--- src/rtl/fifo_pkg.sv ---
// Shared FIFO sizing helpers: constant clog2 plus pointer/count width derivations.
package fifo_pkg;

  function automatic int unsigned clog2(input int unsigned n);
    int unsigned r;
    r = 0;
    while ((32'd1 << r) < n) r++;
    return r;
  endfunction

  function automatic int unsigned ptr_w(input int unsigned depth);
    return (clog2(depth) < 1) ? 1 : clog2(depth);
  endfunction

  // One extra bit so the count can represent DEPTH itself.
  function automatic int unsigned cnt_w(input int unsigned depth);
    return clog2(depth) + 1;
  endfunction

endpackage

--- src/rtl/fifo_storage.sv ---
// WIDTH x DEPTH register array: synchronous write, asynchronous read, no data reset.
module fifo_storage #(
  parameter int unsigned WIDTH = 64,
  parameter int unsigned DEPTH = 4,
  parameter int unsigned AW    = 2
) (
  input  logic             i_clk,
  input  logic             i_we,
  input  logic [AW-1:0]    i_waddr,
  input  logic [WIDTH-1:0] i_wdata,
  input  logic [AW-1:0]    i_raddr,
  output logic [WIDTH-1:0] o_rdata
);

  logic [WIDTH-1:0] r_mem [DEPTH];

  always_ff @(posedge i_clk) begin
    if (i_we) r_mem[i_waddr] <= i_wdata;
  end

  assign o_rdata = r_mem[i_raddr];

endmodule

--- src/rtl/fifo_sync.sv ---
// Synchronous show-ahead FIFO: pointers, occupancy, watermark, flush and sticky error flags.
module fifo_sync
  import fifo_pkg::*;
#(
  parameter int unsigned WIDTH    = 64,
  parameter int unsigned DEPTH    = 4,
  parameter int unsigned AF_LEVEL = DEPTH - 1
) (
  input  logic                      i_clk,
  input  logic                      i_rst,
  input  logic                      i_push,
  input  logic [WIDTH-1:0]          i_data_in,
  input  logic                      i_pop,
  input  logic                      i_flush,
  input  logic                      i_err_clr,
  output logic [WIDTH-1:0]          o_data_out,
  output logic                      o_full,
  output logic                      o_empty,
  output logic                      o_almost_full,
  output logic [cnt_w(DEPTH)-1:0]   o_count,
  output logic                      o_overflow,
  output logic                      o_underflow
);

  localparam int unsigned PW = ptr_w(DEPTH);
  localparam int unsigned CW = cnt_w(DEPTH);

  logic [PW-1:0]    r_wp, r_rp;
  logic [CW-1:0]    r_count;
  logic             r_overflow, r_underflow;
  logic             w_full, w_empty;
  logic             w_push_acc, w_pop_acc;
  logic             w_ovf_evt, w_unf_evt;
  logic [WIDTH-1:0] w_rdata;

  assign w_full  = (r_count == CW'(DEPTH));
  assign w_empty = (r_count == '0);

  // A pop frees the slot the same-cycle push needs, so full does not block push+pop.
  assign w_push_acc = i_push & (~w_full | i_pop);
  assign w_pop_acc  = i_pop & ~w_empty;
  assign w_ovf_evt  = ~i_flush & i_push & w_full & ~i_pop;
  assign w_unf_evt  = ~i_flush & i_pop & w_empty;

  fifo_storage #(
    .WIDTH (WIDTH),
    .DEPTH (DEPTH),
    .AW    (PW)
  ) u_storage (
    .i_clk   (i_clk),
    .i_we    (w_push_acc & ~i_flush),
    .i_waddr (r_wp),
    .i_wdata (i_data_in),
    .i_raddr (r_rp),
    .o_rdata (w_rdata)
  );

  always_ff @(posedge i_clk or posedge i_rst) begin
    if (i_rst) begin
      r_wp    <= '0;
      r_rp    <= '0;
      r_count <= '0;
    end else if (i_flush) begin
      r_wp    <= '0;
      r_rp    <= '0;
      r_count <= '0;
    end else begin
      if (w_push_acc) r_wp <= r_wp + PW'(1);
      if (w_pop_acc)  r_rp <= r_rp + PW'(1);
      case ({w_push_acc, w_pop_acc})
        2'b10:   r_count <= r_count + CW'(1);
        2'b01:   r_count <= r_count - CW'(1);
        default: r_count <= r_count;
      endcase
    end
  end

  always_ff @(posedge i_clk or posedge i_rst) begin
    if (i_rst) begin
      r_overflow  <= 1'b0;
      r_underflow <= 1'b0;
    end else begin
      r_overflow  <= w_ovf_evt | (r_overflow & ~i_err_clr);
      r_underflow <= w_unf_evt | (r_underflow & ~i_err_clr);
    end
  end

  assign o_data_out    = w_empty ? '0 : w_rdata;
  assign o_full        = w_full;
  assign o_empty       = w_empty;
  assign o_almost_full = (r_count >= CW'(AF_LEVEL));
  assign o_count       = r_count;
  assign o_overflow    = r_overflow;
  assign o_underflow   = r_underflow;

endmodule

--- config.mk ---
export PLATFORM = sky130hd
export DESIGN_NAME = fifo_sync
export DESIGN_NICKNAME = d
export VERILOG_FILES = /design/src/rtl/fifo_pkg.sv /design/src/rtl/fifo_storage.sv /design/src/rtl/fifo_sync.sv
export SDC_FILE = /design/constraint.sdc
export NUM_CORES = 1
export LEC_CHECK = 0
export BUFFER_PORTS_ARGS = -buffer_cell sky130_fd_sc_hd__buf_2
export CAP_MARGIN = 40
export CELL_PAD_IN_SITES_DETAIL_PLACEMENT = 1
export CELL_PAD_IN_SITES_GLOBAL_PLACEMENT = 2
export CORE_MARGIN = 10
export CORE_UTILIZATION = 45
export CTS_CLUSTER_DIAMETER = 40
export DETAILED_ROUTE_END_ITERATION = 12
export MAX_ROUTING_LAYER = met4
export PLACE_DENSITY = 0.83
export REMOVE_ABC_BUFFERS = 1
export SETUP_SLACK_MARGIN = 0.4
export SLEW_MARGIN = 40
export SYNTH_ARGS = -nofsm -noshare
export SYNTH_HDL_FRONTEND = slang
export SYNTH_SLANG_ARGS = --single-unit
--- constraint.sdc ---
create_clock -name i_clk -period 9.6 [get_ports i_clk]
set_clock_uncertainty 0.15 [all_clocks]
set_input_delay 0 -clock i_clk [delete_from_list [all_inputs] [get_ports i_clk]]
set_output_delay 0 -clock i_clk [all_outputs]
set_load 0.01 [all_outputs]
== After elaboration in Yosys (flattened, before gate mapping) ==
Memories as Yosys holds them, arrays and structs flattened.
Cells that the tools add are included.

* Bits in registers: 9
* Memory bits (writable): 256
* Bits of input ports: 70
* Output and inout bits: 72
* Logic and storage cells: 45
* Memories: 1

* Add/subtract/negate cells: 4
* Order comparisons: 1
* Eq/ne operators: 3
* Multiplexer cells: 9
* Bitwise gates (word level): 18
* Reductions and logical operators: 4

{| class="wikitable"
|+ Memory list
! memory !! depth !! bits a word !! rd ports !! clocked after Yosys merged registers in !! wr ports !! line !! source
|-
| u_storage.r_mem || 4 || 64 || 1 || 0 || 1 || fifo_storage.sv:15 || <nowiki>logic [WIDTH-1:0] r_mem [DEPTH];</nowiki>
|}

{| class="wikitable"
|+ Operator list
! operator !! number
|-
| $mux 64 || 1
|-
| $and 1x1->1 || 10
|-
| $mux 2 || 4
|-
| $pmux 3 s2 || 1
|-
| $not 1->1 || 5
|-
| $add 2x1->2 const B || 2
|-
| $reduce_bool 2->1 || 2
|-
| $add 3x1->3 const B || 1
|-
| $eq 3x3->1 const B || 1
|-
| $ge 3x2->1 const B || 1
|-
| $logic_not 3->1 || 1
|-
| $mux 3 || 1
|-
| $or 1x1->1 || 3
|-
| $reduce_bool 3->1 || 1
|-
| $sub 3x1->3 const B || 1
|-
| $eq 2x1->1 const B || 1
|-
| $eq 2x2->1 const B || 1
|-
| $mux 1 || 2
|}

== Depth between registers and ports, before layout ==
Gate-level depths: netlist of the first run.

* Depth in word-level cells: 7
* Depth in mapped cells: 7

== Hierarchy ==
Synthesis of the first run repeated with hierarchy kept, for this count alone.

* Cells, all modules: 473
* Area total of the unflattened synthesis: 10,353.7 um2

{| class="wikitable"
|+ By module, submodules not included
! module !! instances !! cells each !! area each (um2)
|-
| fifo_storage || 1 || 338 || 9,341.5
|-
| fifo_sync || 1 || 135 || 1,012.2
|}

== Worst setup path before layout of the first run ==
Ideal clock, no wire load.

* Path type: reg-to-reg
* Start: register r_count[0] (netlist: o_count[0])
* End: memory u_storage.r_mem[0][0], enable pin
* Arrival: 2.565 ns
* Required time: 9.021 ns
* Setup slack: 6.457 ns
* Cell stages (with the launch flop): 5
* Period minus slack after synthesis: 3.143 ns
* Path through: dfrtp_1 > buf_2 > nor4b_4 > nor3b_1 > and2_1

* Word-level cells in the longest chain between the ends: 7

{| class="wikitable"
|+ RTL lines
! item !! line !! source
|-
| start, declared || fifo_sync.sv:29 || <nowiki>logic [CW-1:0] r_count;</nowiki>
|-
| start signal, assigned || fifo_sync.sv:71 || <nowiki>2'b10: r_count <= r_count + CW'(1);</nowiki>
|-
| start signal, assigned || fifo_sync.sv:72 || <nowiki>2'b01: r_count <= r_count - CW'(1);</nowiki>
|-
| start signal, assigned || fifo_sync.sv:73 || <nowiki>default: r_count <= r_count;</nowiki>
|-
| $eq 3x3->1 || fifo_sync.sv:36 || <nowiki>assign w_full = (r_count == CW'(DEPTH));</nowiki>
|-
| $not 1->1 || fifo_sync.sv:40 || <nowiki>assign w_push_acc = i_push & (~w_full | i_pop);</nowiki>
|-
| $or 1x1->1 || fifo_sync.sv:40 ||
|-
| $and 1x1->1 || fifo_sync.sv:40 ||
|-
| $and 1x1->1 || fifo_sync.sv:51 || <nowiki>.i_we (w_push_acc & ~i_flush),</nowiki>
|-
| $mux 1 || fifo_storage.sv:18 || <nowiki>if (i_we) r_mem[i_waddr] <= i_wdata;</nowiki>
|-
| $mux 1 (implied by the code) || fifo_storage.sv:18 ||
|-
| end, declared || fifo_storage.sv:15 ||
|}

No other way between the ends.

== Worst setup path in the final report of the first run ==
* Start: register r_rp[0]
* End: output port o_data_out[27]

* Word-level cells in the longest chain between the ends: 2

{| class="wikitable"
|+ RTL lines
! item !! line !! source
|-
| start, declared || fifo_sync.sv:28 || <nowiki>logic [PW-1:0] r_wp, r_rp;</nowiki>
|-
| start signal, assigned || fifo_sync.sv:69 || <nowiki>if (w_pop_acc) r_rp <= r_rp + PW'(1);</nowiki>
|-
| $mem_v2 4x64 || - ||
|-
| $mux 64 || fifo_sync.sv:88 || <nowiki>assign o_data_out = w_empty ? '0 : w_rdata;</nowiki>
|-
| end, declared || fifo_sync.sv:16 || <nowiki>output logic [WIDTH-1:0] o_data_out,</nowiki>
|}

No other way between the ends.

==> impl_metrics.tcl, run 1 <==
set metrics [dict create \
    power_frac_seq_pct 45.2 \
    cts_tree "done" \
    synth_area_sq_um 10300 \
    antenna_left 0 \
    vias 5374 \
    yosys_warnings 0 \
    critPathTopFamily "flip-flops" \
    postCtsSetupBuffers 0 \
    clk_transition_reported_paths_ns 0.05 \
    routed_wirelength_mm 23.1 \
    postCtsHoldBufs 73 \
    ir_drop_uv 152 \
    drt-wirelength-per-cell_um 22.6 \
    fp.dieW_um 172 \
    viasPerCell 5.24 \
    drv_cap 0 \
    rrSetupSlack_ns 6.70 \
    powerDensity_nw_per_um2 222 \
    synthCells 478 \
    synth.distinct_cells 39 \
    cp.depth 4 \
    htree_levels 2 \
    hold_viol_final 0 \
    grt_pass1_wl_mm 36.1 \
    layout_common_cells "edfxtp_1 (256), buf_2 (141), dlygate4sd3_1 (73), nor2b_1 (65), mux4_2 (64)" \
    setup_viol 0 \
    layout-drive-gt1-share_pct 37.4 \
    leakage_nw 4.65 \
    synth_top_flop_cell "edfxtp_1" \
    cts_resized 0 \
    nNetsFinal 786 \
    grt.overflow.total 0 \
    cp.required_ns 9.45 \
    hold-path-cell-count 2 \
    power.share.combinational_pct 11.5 \
    worst_setup_path_start_kind "flop" \
    core_area_sq_um 22600 \
    grt_max_degree 59 \
    drt_iter0_drc 380 \
    die_y_um 172 \
    relSlewSlack_pct 48.6 \
    grt_usage_pct 16.5 \
    finalCritPeriodShare_pct 30.9 \
    final_common_cell "edfxtp_1" \
    start_util_pct 45.7 \
    fillers 1989 \
    area_growth_pct 28.8 \
    critPathSlowestCell "dfrtp_4" \
    slowest_delay_ns 0.81 \
    portBuffers 141 \
    p_sw_share_pct 22.6 \
    period_needed_ns 2.97 \
    max_freq_mhz 337 \
    path_class "flop to primary output" \
    cts_root_buffer "clkbuf_16" \
    multi_input_area_sq_um 2250 \
    yosysTopAreaCellShare_pct 74.4 \
    seq_area_sq_um 7920 \
    rows 55 \
    ys_ff_latch 265 \
    netSwitchingPower_uw 670 \
    cp.arrival_ns 2.82 \
    cp_max_fo 40 \
    synth_top_area_cell "edfxtp_1" \
    cts_buffers 36 \
    grt_pass1_vias 6210 \
    fin_util_pct 58.8 \
    p_clk_share_pct 43.3 \
    synth-edff-count 256 \
    ys_seq_area_share_pct 76.5 \
    dieArea_sq_um 29400 \
    async_flop_share_pct 3.40 \
    hpwl_mm 13.9 \
    ioPinCount 142 \
    antenna_found_initial 2 \
    drv_slew 0 \
    crit_path_cell_trace "buf_6, mux4_2, nor2b_1, buf_2" \
    status "finished clean" \
    p_int_mw 2.29 \
    worst_pin_slew_ns 0.770 \
    critPathBufInv 2 \
    gp_congestion 0.696 \
    synth_area_leaders "edfxtp_1 (74%), mux4_2 (14%), nor2b_1 (3.9%)" \
    reg2reg_depth 5 \
    rsz0062_at_grt "no" \
    firstDrtPassIters 4 \
    end_kind "primary output" \
    clkLatencyLatePin_ns 0.50 \
    finalWorstSetupSlack_ns 6.63 \
    syn_avg_cell_area_sq_um 21.6 \
    drc 0 \
    hold_path_class "input port to flop" \
    final.setup.tns_ns 0 \
    preCtsSetupSlack_ns 6.83 \
    clock_sinks 265 \
    clk_path_buf_depth 3 \
]
-- path summary, 6_finish.rpt --
path                                from                endpoint
setup / recovery                 r_rp[0]          o_data_out[27]
hold / removal             i_data_in[26]  u_storage.r_mem[2][26]
setup reg to reg              o_count[0]             o_underflow
hold reg to reg              o_underflow             o_underflow
max in group asynchronous          i_rst                 r_rp[0]
min in group asynchronous          i_rst             o_underflow
-- per-layer routing --
metal  vias up  wire length, um  part of all wire [%]  global-route usage (%)
met5         -                0                     0                       -
met4         0              333                   1.4                    3.74
met3        30             1260                   5.4                    3.80
met2       161            12000                    52                    27.2
met1      2767             9570                    41                    20.4
li1       2416                -                     -                       -
-- state kept, by name, indices dropped and copies added, names as in the netlist --
register         cells
u_storage.r_mem    256
o_count              3
r_rp                 2
r_wp                 2
o_overflow           1
o_underflow          1
-- Yosys cell counts, drive strengths merged, types with 2 or more instances --
cell	number
nor4b	2
clkbuf	8
inv	7
o21ai	3
edfxtp	256
nor2	6
dfrtp	9
xor2	3
mux4	64
nand3	3
and2	4
o2111ai	2
buf	19
nand3b	2
ha	4
nor2b	65
nand2b	2
-- kinds of logic after synthesis --
group	count (synthesis)	synth area share [%]
XOR/XNOR	4	0.339
buffers and inverters	34	1.82
AND/OR/NAND/NOR	90	5.53
multiplexers	66	14.1
adder cells (fa/ha/maj)	5	0.678
flip-flops	265	76.5
AO/OA/AOI/OAI	14	0.944
-- cell type report --
cell class	instances	share of cell area [%]
Clock buffer	40	7.04
Timing Repair Buffer	222	11.8
Inverter	7	0.197
Sequential cell	265	59.5
Tap cell	285	2.68
Antenna cell	2	0.0376
Clock inverter	25	1.80
Multi-Input combinational cell	179	16.9
-- power by group through the flow --
stage               Combinational, mW  Sequential, mW  Clock [mW]
CTS                             0.347            1.34        1.31
detailed placement              0.321            1.36           0
finish                          0.341            1.34        1.28
floorplan                       0.179            1.37           0
global route                    0.374            1.34        1.36
global placement                0.306            1.36           0
-- metrics by stage --
step	cell area, sq um	cells	power [mW]	hold WS [ns]
2_1_floorplan	10200	451	1.54	-0.322
3_3_place_gp	11300	879	1.67	-0.165
3_5_place_dp	11400	885	1.68	-0.131
4_1_cts	13300	1023	3.00	0.0803
5_1_grt	13300	1025	3.08	0.104
6_report	13300	1025	2.96	0.0998
(Power assumes the default switching activity.)
==> run 2, diff against run 1 <==
--- a/config.mk
+++ b/config.mk
@@ -10,11 +10,11 @@
 export CELL_PAD_IN_SITES_DETAIL_PLACEMENT = 1
 export CELL_PAD_IN_SITES_GLOBAL_PLACEMENT = 2
 export CORE_MARGIN = 10
-export CORE_UTILIZATION = 45
+export CORE_UTILIZATION = 44
 export CTS_CLUSTER_DIAMETER = 40
 export DETAILED_ROUTE_END_ITERATION = 12
 export MAX_ROUTING_LAYER = met4
-export PLACE_DENSITY = 0.83
+export PLACE_DENSITY = 0.81
 export REMOVE_ABC_BUFFERS = 1
 export SETUP_SLACK_MARGIN = 0.4
 export SLEW_MARGIN = 40
==> constraint.sdc (replaced) <==
create_clock -name i_clk -period 2.97 [get_ports i_clk]
set_clock_uncertainty 0.15 [all_clocks]
set_input_delay 0 -clock i_clk [delete_from_list [all_inputs] [get_ports i_clk]]
set_output_delay 0 -clock i_clk [all_outputs]
set_load 0.01 [all_outputs]
==> impl_metrics.tcl, run 2 (synthesized netlist as in run 1, its figures left out) <==
set metrics [dict create \
    hpwl_mm 14.3 \
    drt_iter0_drc 321 \
    drv_cap 0 \
    fp.dieW_um 173 \
    finalCritPeriodShare_pct 83.6 \
    largest_register_ff_count 256 \
    power.share.combinational_pct 11.6 \
    cts_root_buffer "clkbuf_16" \
    clk_path_buf_depth 3 \
    clkLatencyLatePin_ns 0.50 \
    status "finished clean" \
    cp.required_ns 3.19 \
    period_needed_ns 2.48 \
    setup_viol 0 \
    cp.arrival_ns 2.71 \
    vias 5515 \
    cts_buffers 39 \
    hold_path_end "u_storage.r_mem[1][23]" \
    reg2reg_depth 6 \
    r2r-start "o_count[0]" \
    gp_congestion 0.799 \
    netSwitchingPower_mw 2.29 \
    grt_pass1_vias 6432 \
    hold_path_class "input port to flop" \
    antenna_found_initial 0 \
    grt_pass1_wl_mm 37.9 \
    start_util_pct 44.4 \
    final_common_cell "edfxtp_1" \
    antenna_left 0 \
    rows 56 \
    portBuffers 141 \
    grt_max_degree 47 \
    p_int_mw 7.85 \
    p_clk_share_pct 46.1 \
    p_sw_share_pct 22.6 \
    power_frac_seq_pct 42.3 \
    routed_wirelength_mm 24.4 \
    final.setup.tns_ns 0 \
    dieArea_sq_um 30000 \
    nNetsFinal 801 \
    max_freq_mhz 403 \
    hold-path-cell-count 2 \
    rsz0062_at_grt "yes" \
    ir_drop_uv 485 \
    ioPinCount 142 \
    end_kind "flop" \
    leakage_nw 4.80 \
    clk_transition_reported_paths_ns 0.05 \
    htree_levels 2 \
    r2r_end "o_count[2]" \
    drc 0 \
    firstDrtPassIters 5 \
    cp_max_fo 13 \
    worst_setup_path_start_kind "flop" \
    drt-wirelength-per-cell_um 22.8 \
    regMostFlops "u_storage.r_mem" \
    grt.overflow.total 0 \
    path_class "flop to flop" \
    die_y_um 173 \
    viasPerCell 5.14 \
    hold_viol_final 0 \
    cts_tree "done" \
    core_area_sq_um 23300 \
    layout-drive-gt1-share_pct 39.9 \
    worst_hold_slack_ns 0.0975 \
    rrSetupSlack_ns 0.49 \
    hold_start "i_data_in[23]" \
    powerDensity_nw_per_um2 742 \
    layout_common_cells "edfxtp_1 (256), buf_2 (141), dlygate4sd3_1 (73), nor2b_1 (65), mux4_2 (64)" \
    area_growth_pct 32.2 \
    worst_pin_slew_ns 0.588 \
    clock_sinks 265 \
    drv_slew 0 \
    relSlewSlack_pct 60.8 \
    grt_usage_pct 16.6 \
]
==> run 2: cell types whose count changed in the layout (fill, tap and decap cells not counted), moves of 2 or more <==
cell	before	now
clkbuf_16	37	41
bufinv_16	4	6
clkinv_4	1	3
dfrtp_2	0	2
clkinv_1	10	7
buf_12	6	8
dfrtp_1	7	5
buf_4	1	10
clkbuf_1	3	1
==> run 2: how the worst max path moves through the flow <==
| stage | startpoint | end | slack, ns | cells past startpoint |
|---|---|---|---|---|
| floorplan | r_rp[0] | r_rp[1] | -0.79 | 3 |
| global placement | o_count[0] | o_count[2] | 0.49 | 6 |
| detailed placement | o_count[0] | o_count[2] | 0.40 | 6 |
| CTS | o_count[0] | o_count[2] | 0.44 | 6 |
| global route | o_count[0] | o_count[2] | 0.38 | 6 |
| finish | o_count[0] | o_count[2] | 0.49 | 6 |
==> run 2: what timing repair did <==
action / in CTS / in global routing
buffers inserted: 3 / 0
gates cloned: 0 / 1
pin swaps: 0 / 1
resized for setup: 1 / 3
setup endpoints to repair: 20 / 92
endpoints found under the hold margin: 274 / 0
hold buffers: 73 / 0
==> run 2: per-layer routing <==
metal	vias to the layer above	track usage (%)	part of all wire, %
li1	2439	-	-
met1	2854	19.5	41
met2	187	28.2	52
met3	35	4.36	5.6
met4	0	3.74	1.6
met5	-	-	0
==> run 2: metrics by stage <==
stage / instances / setup WS [ns] / cell area, sq um / total power [mW] / utilization (%)
2_1_floorplan: 451 / -0.788 / 10200 / 4.99 / -
3_3_place_gp: 927 / 0.493 / 11500 / 5.43 / 49.5
6_report: 1074 / 0.487 / 13700 / 10.1 / 58.8
4_1_cts: 1072 / 0.441 / 13700 / 10.3 / 58.7
5_1_grt: 1073 / 0.379 / 13700 / 10.5 / 58.8
3_5_place_dp: 927 / 0.397 / 11500 / 5.47 / 49.5
==> run 2: power by group through the flow <==
stage | Combinational, mW | Clock, mW | Sequential, mW
global placement | 1.06 | 0 | 4.37
CTS | 1.20 | 4.79 | 4.29
floorplan | 0.580 | 0 | 4.41
global route | 1.29 | 4.94 | 4.30
detailed placement | 1.08 | 0 | 4.39
finish | 1.17 | 4.68 | 4.29
==> run 2: cell type report <==
class                   instances  area, sq um
clock buffers                  42         1030
multi-input cells             180         2270
repair buffers                233         1700
diodes                          1         2.50
inverters                       7         26.3
fillers                      2037         9590
flip-flops and latches        265         7920
well taps                     319          399
clock inverters                27          320
==> run 2: worst max-delay path: stages, from the launching register on <==
cell and delay [ns]:
dfrtp_2 0.53, o31ai_2 0.35, nor2_1 0.10, fa_1 0.47, or3b_2 0.50, a32oi_1 0.16, a31oi_1 0.11
==> run 3, diff against run 2 <==
--- a/config.mk
+++ b/config.mk
@@ -10,11 +10,11 @@
 export CELL_PAD_IN_SITES_DETAIL_PLACEMENT = 1
 export CELL_PAD_IN_SITES_GLOBAL_PLACEMENT = 2
 export CORE_MARGIN = 10
-export CORE_UTILIZATION = 44
+export CORE_UTILIZATION = 40
 export CTS_CLUSTER_DIAMETER = 40
 export DETAILED_ROUTE_END_ITERATION = 12
 export MAX_ROUTING_LAYER = met4
-export PLACE_DENSITY = 0.81
+export PLACE_DENSITY = 0.78
 export REMOVE_ABC_BUFFERS = 1
 export SETUP_SLACK_MARGIN = 0.4
 export SLEW_MARGIN = 40
==> constraint.sdc (replaced) <==
create_clock -name i_clk -period 2.2 [get_ports i_clk]
set_clock_uncertainty 0.15 [all_clocks]
set_input_delay 0 -clock i_clk [delete_from_list [all_inputs] [get_ports i_clk]]
set_output_delay 0 -clock i_clk [all_outputs]
set_load 0.01 [all_outputs]
==> impl_metrics.tcl, run 3 (synthesized netlist as in run 1, its figures left out) <==
set metrics [dict create \
    status "finished with violations" \
    failed_checks "negative setup slack" \
    worst_pin_slew_ns 0.455 \
    fp.dieW_um 181 \
    hold_viol_final 0 \
    reg2reg_depth 8 \
    layout_common_cells "edfxtp_1 (256), buf_2 (92), dlygate4sd3_1 (74), buf_6 (68), mux4_2 (64)" \
    regMostFlops "u_storage.r_mem" \
    max_freq_mhz 428 \
    cts_tree "done" \
    r2r_end "o_count[2]" \
    clk_transition_reported_paths_ns 0.06 \
    period_needed_ns 2.34 \
    critPathSlowestCell "dfrtp_1" \
    core_area_sq_um 25300 \
    cts_root_buffer "clkbuf_16" \
    start_util_pct 40.8 \
    largest_register_ff_count 256 \
    cp.required_ns 2.46 \
    layout-drive-gt1-share_pct 52.5 \
    drc 0 \
    cp.arrival_ns 2.60 \
    clkLatencyLatePin_ns 0.51 \
    finalCritPeriodShare_pct 106 \
    grt_usage_pct 19.6 \
    die_y_um 181 \
    firstDrtPassIters 5 \
    hold_path_class "input port to flop" \
    worst_hold_slack_ns 0.0907 \
    drt_iter0_drc 677 \
    vias 6545 \
    antenna_found_initial 2 \
    clock_sinks 265 \
    ioPinCount 142 \
    grt_pass1_wl_mm 47.1 \
    drv_slew 0 \
    hold_path_end "u_storage.r_mem[2][31]" \
    relSlewSlack_pct 69.6 \
    setup_viol 173 \
    nNetsFinal 896 \
    grt_pass1_vias 6888 \
    slowest_delay_ns 0.43 \
    cts_buffers 34 \
    p_total_mw 14.6 \
    portBuffers 141 \
    leakage_nw 5.91 \
    rows 58 \
    rrSetupSlack_ns -0.14 \
    antenna_left 0 \
    dieArea_sq_um 32700 \
    fillers 2077 \
    critPathTopFamily "buffers and inverters" \
    grt.overflow.total 0 \
    multi_input_area_sq_um 2700 \
    critPathBufInv 4 \
    cp_max_fo 4 \
    rsz0062_at_grt "yes" \
    final_cells 1178 \
    seq_area_sq_um 7920 \
    final.setup.tns_ns -4.57 \
    gp_congestion 0.818 \
    end_kind "flop" \
    worst_setup_path_start_kind "flop" \
    hold_start "i_data_in[31]" \
    htree_levels 2 \
    grt_max_degree 30 \
    hold-path-cell-count 2 \
    drv_cap 0 \
    final_common_cell "edfxtp_1" \
    viasPerCell 5.56 \
    finalWorstSetupSlack_ns -0.139 \
    clk_path_buf_depth 3 \
    place_inst 947 \
    crit_path_cell_trace "buf_6, buf_12, buf_12, fa_2, buf_6, nor4b_4, o21ai_1, a31oi_1" \
    powerDensity_nw_per_um2 896 \
    drt-wirelength-per-cell_um 31.5 \
    path_class "flop to flop" \
    ir_drop_uv 522 \
    routed_wirelength_mm 37.1 \
    hpwl_mm 15.5 \
    area_growth_pct 57.5 \
    r2r-start "o_count[0]" \
]
run 3: cell count changes in the layout (fill, tap and decap cells not counted), moves of 6 or more:
cell and change:
buf_12 +32, buf_16 +32, buf_2 -49, nor2b_4 +48, nor2b_1 -48, buf_6 +68
clkbuf_16 +6
run 3: how the worst max path moves through the flow:
stage,from,to,slack [ns],cells past startpoint
final,o_count[0],o_count[2],-0.14,8
after global routing,o_count[0],o_count[2],-0.18,8
after CTS,r_rp[0],o_data_out[11],-0.07,4
after detailed placement,o_count[0],o_count[2],-0.20,7
after global placement,o_count[0],o_count[2],0.04,6
after floorplan,r_rp[0],r_rp[1],-1.56,3
run 3: final cells by class:
| cell class | instances | share of cell area [%] |
|---|---|---|
| clock buffers | 39 | 5.53 |
| diodes | 2 | 0.0307 |
| flip-flops and latches | 265 | 48.6 |
| clock inverters | 22 | 1.42 |
| repair buffers | 332 | 25.1 |
| inverters | 7 | 0.192 |
| well taps | 330 | 2.54 |
| multi-input cells | 181 | 16.6 |
run 3: where the power goes:
part	leakage, nW	switching (mW)	internal, mW	total (mW)
combinational	2.92	1.40	1.70	3.09
clock	0.548	2.28	3.44	5.72
sequential	2.44	0.0722	5.70	5.78
run 3: repair_timing:
action                                  in CTS  in global routing
hold buffers                                73                  1
cloned                                      32                 14
endpoints found under the hold margin      274                  1
resized for setup                           53                171
pin swaps                                    8                  8
setup buffers                               33                 15
endpoints found under the setup margin     323                327
run 3: per-stage QoR:
step / area [sq um] / utilization, % / setup WS [ns]
3_3_place_gp: 11700 / 46.3 / 0.0409
2_1_floorplan: 10200 / - / -1.56
4_1_cts: 15000 / 59.2 / -0.0686
3_5_place_dp: 11700 / 46.3 / -0.197
6_report: 16300 / 64.3 / -0.139
5_1_grt: 16300 / 64.3 / -0.175
run 3: per-layer routing:
layer  vias to the layer above  track usage [%]  wire (um)
li1                       2645                -          -
met1                      3493             24.2      14900
met2                       362             32.7      19400
met3                        45             3.82       2230
met4                         0             4.56        629
met5                         -                -          0
run 3: worst register-to-register path: cells and delay by family, from the launching register on:
kind                       cells  cell delay (ns)
DFF                            1             0.43
AOI/OAI and AO/OA              2             0.38
adders and majority gates      1             0.42
and+or+nand+nor                1             0.32
buffers and inverters          4             0.57
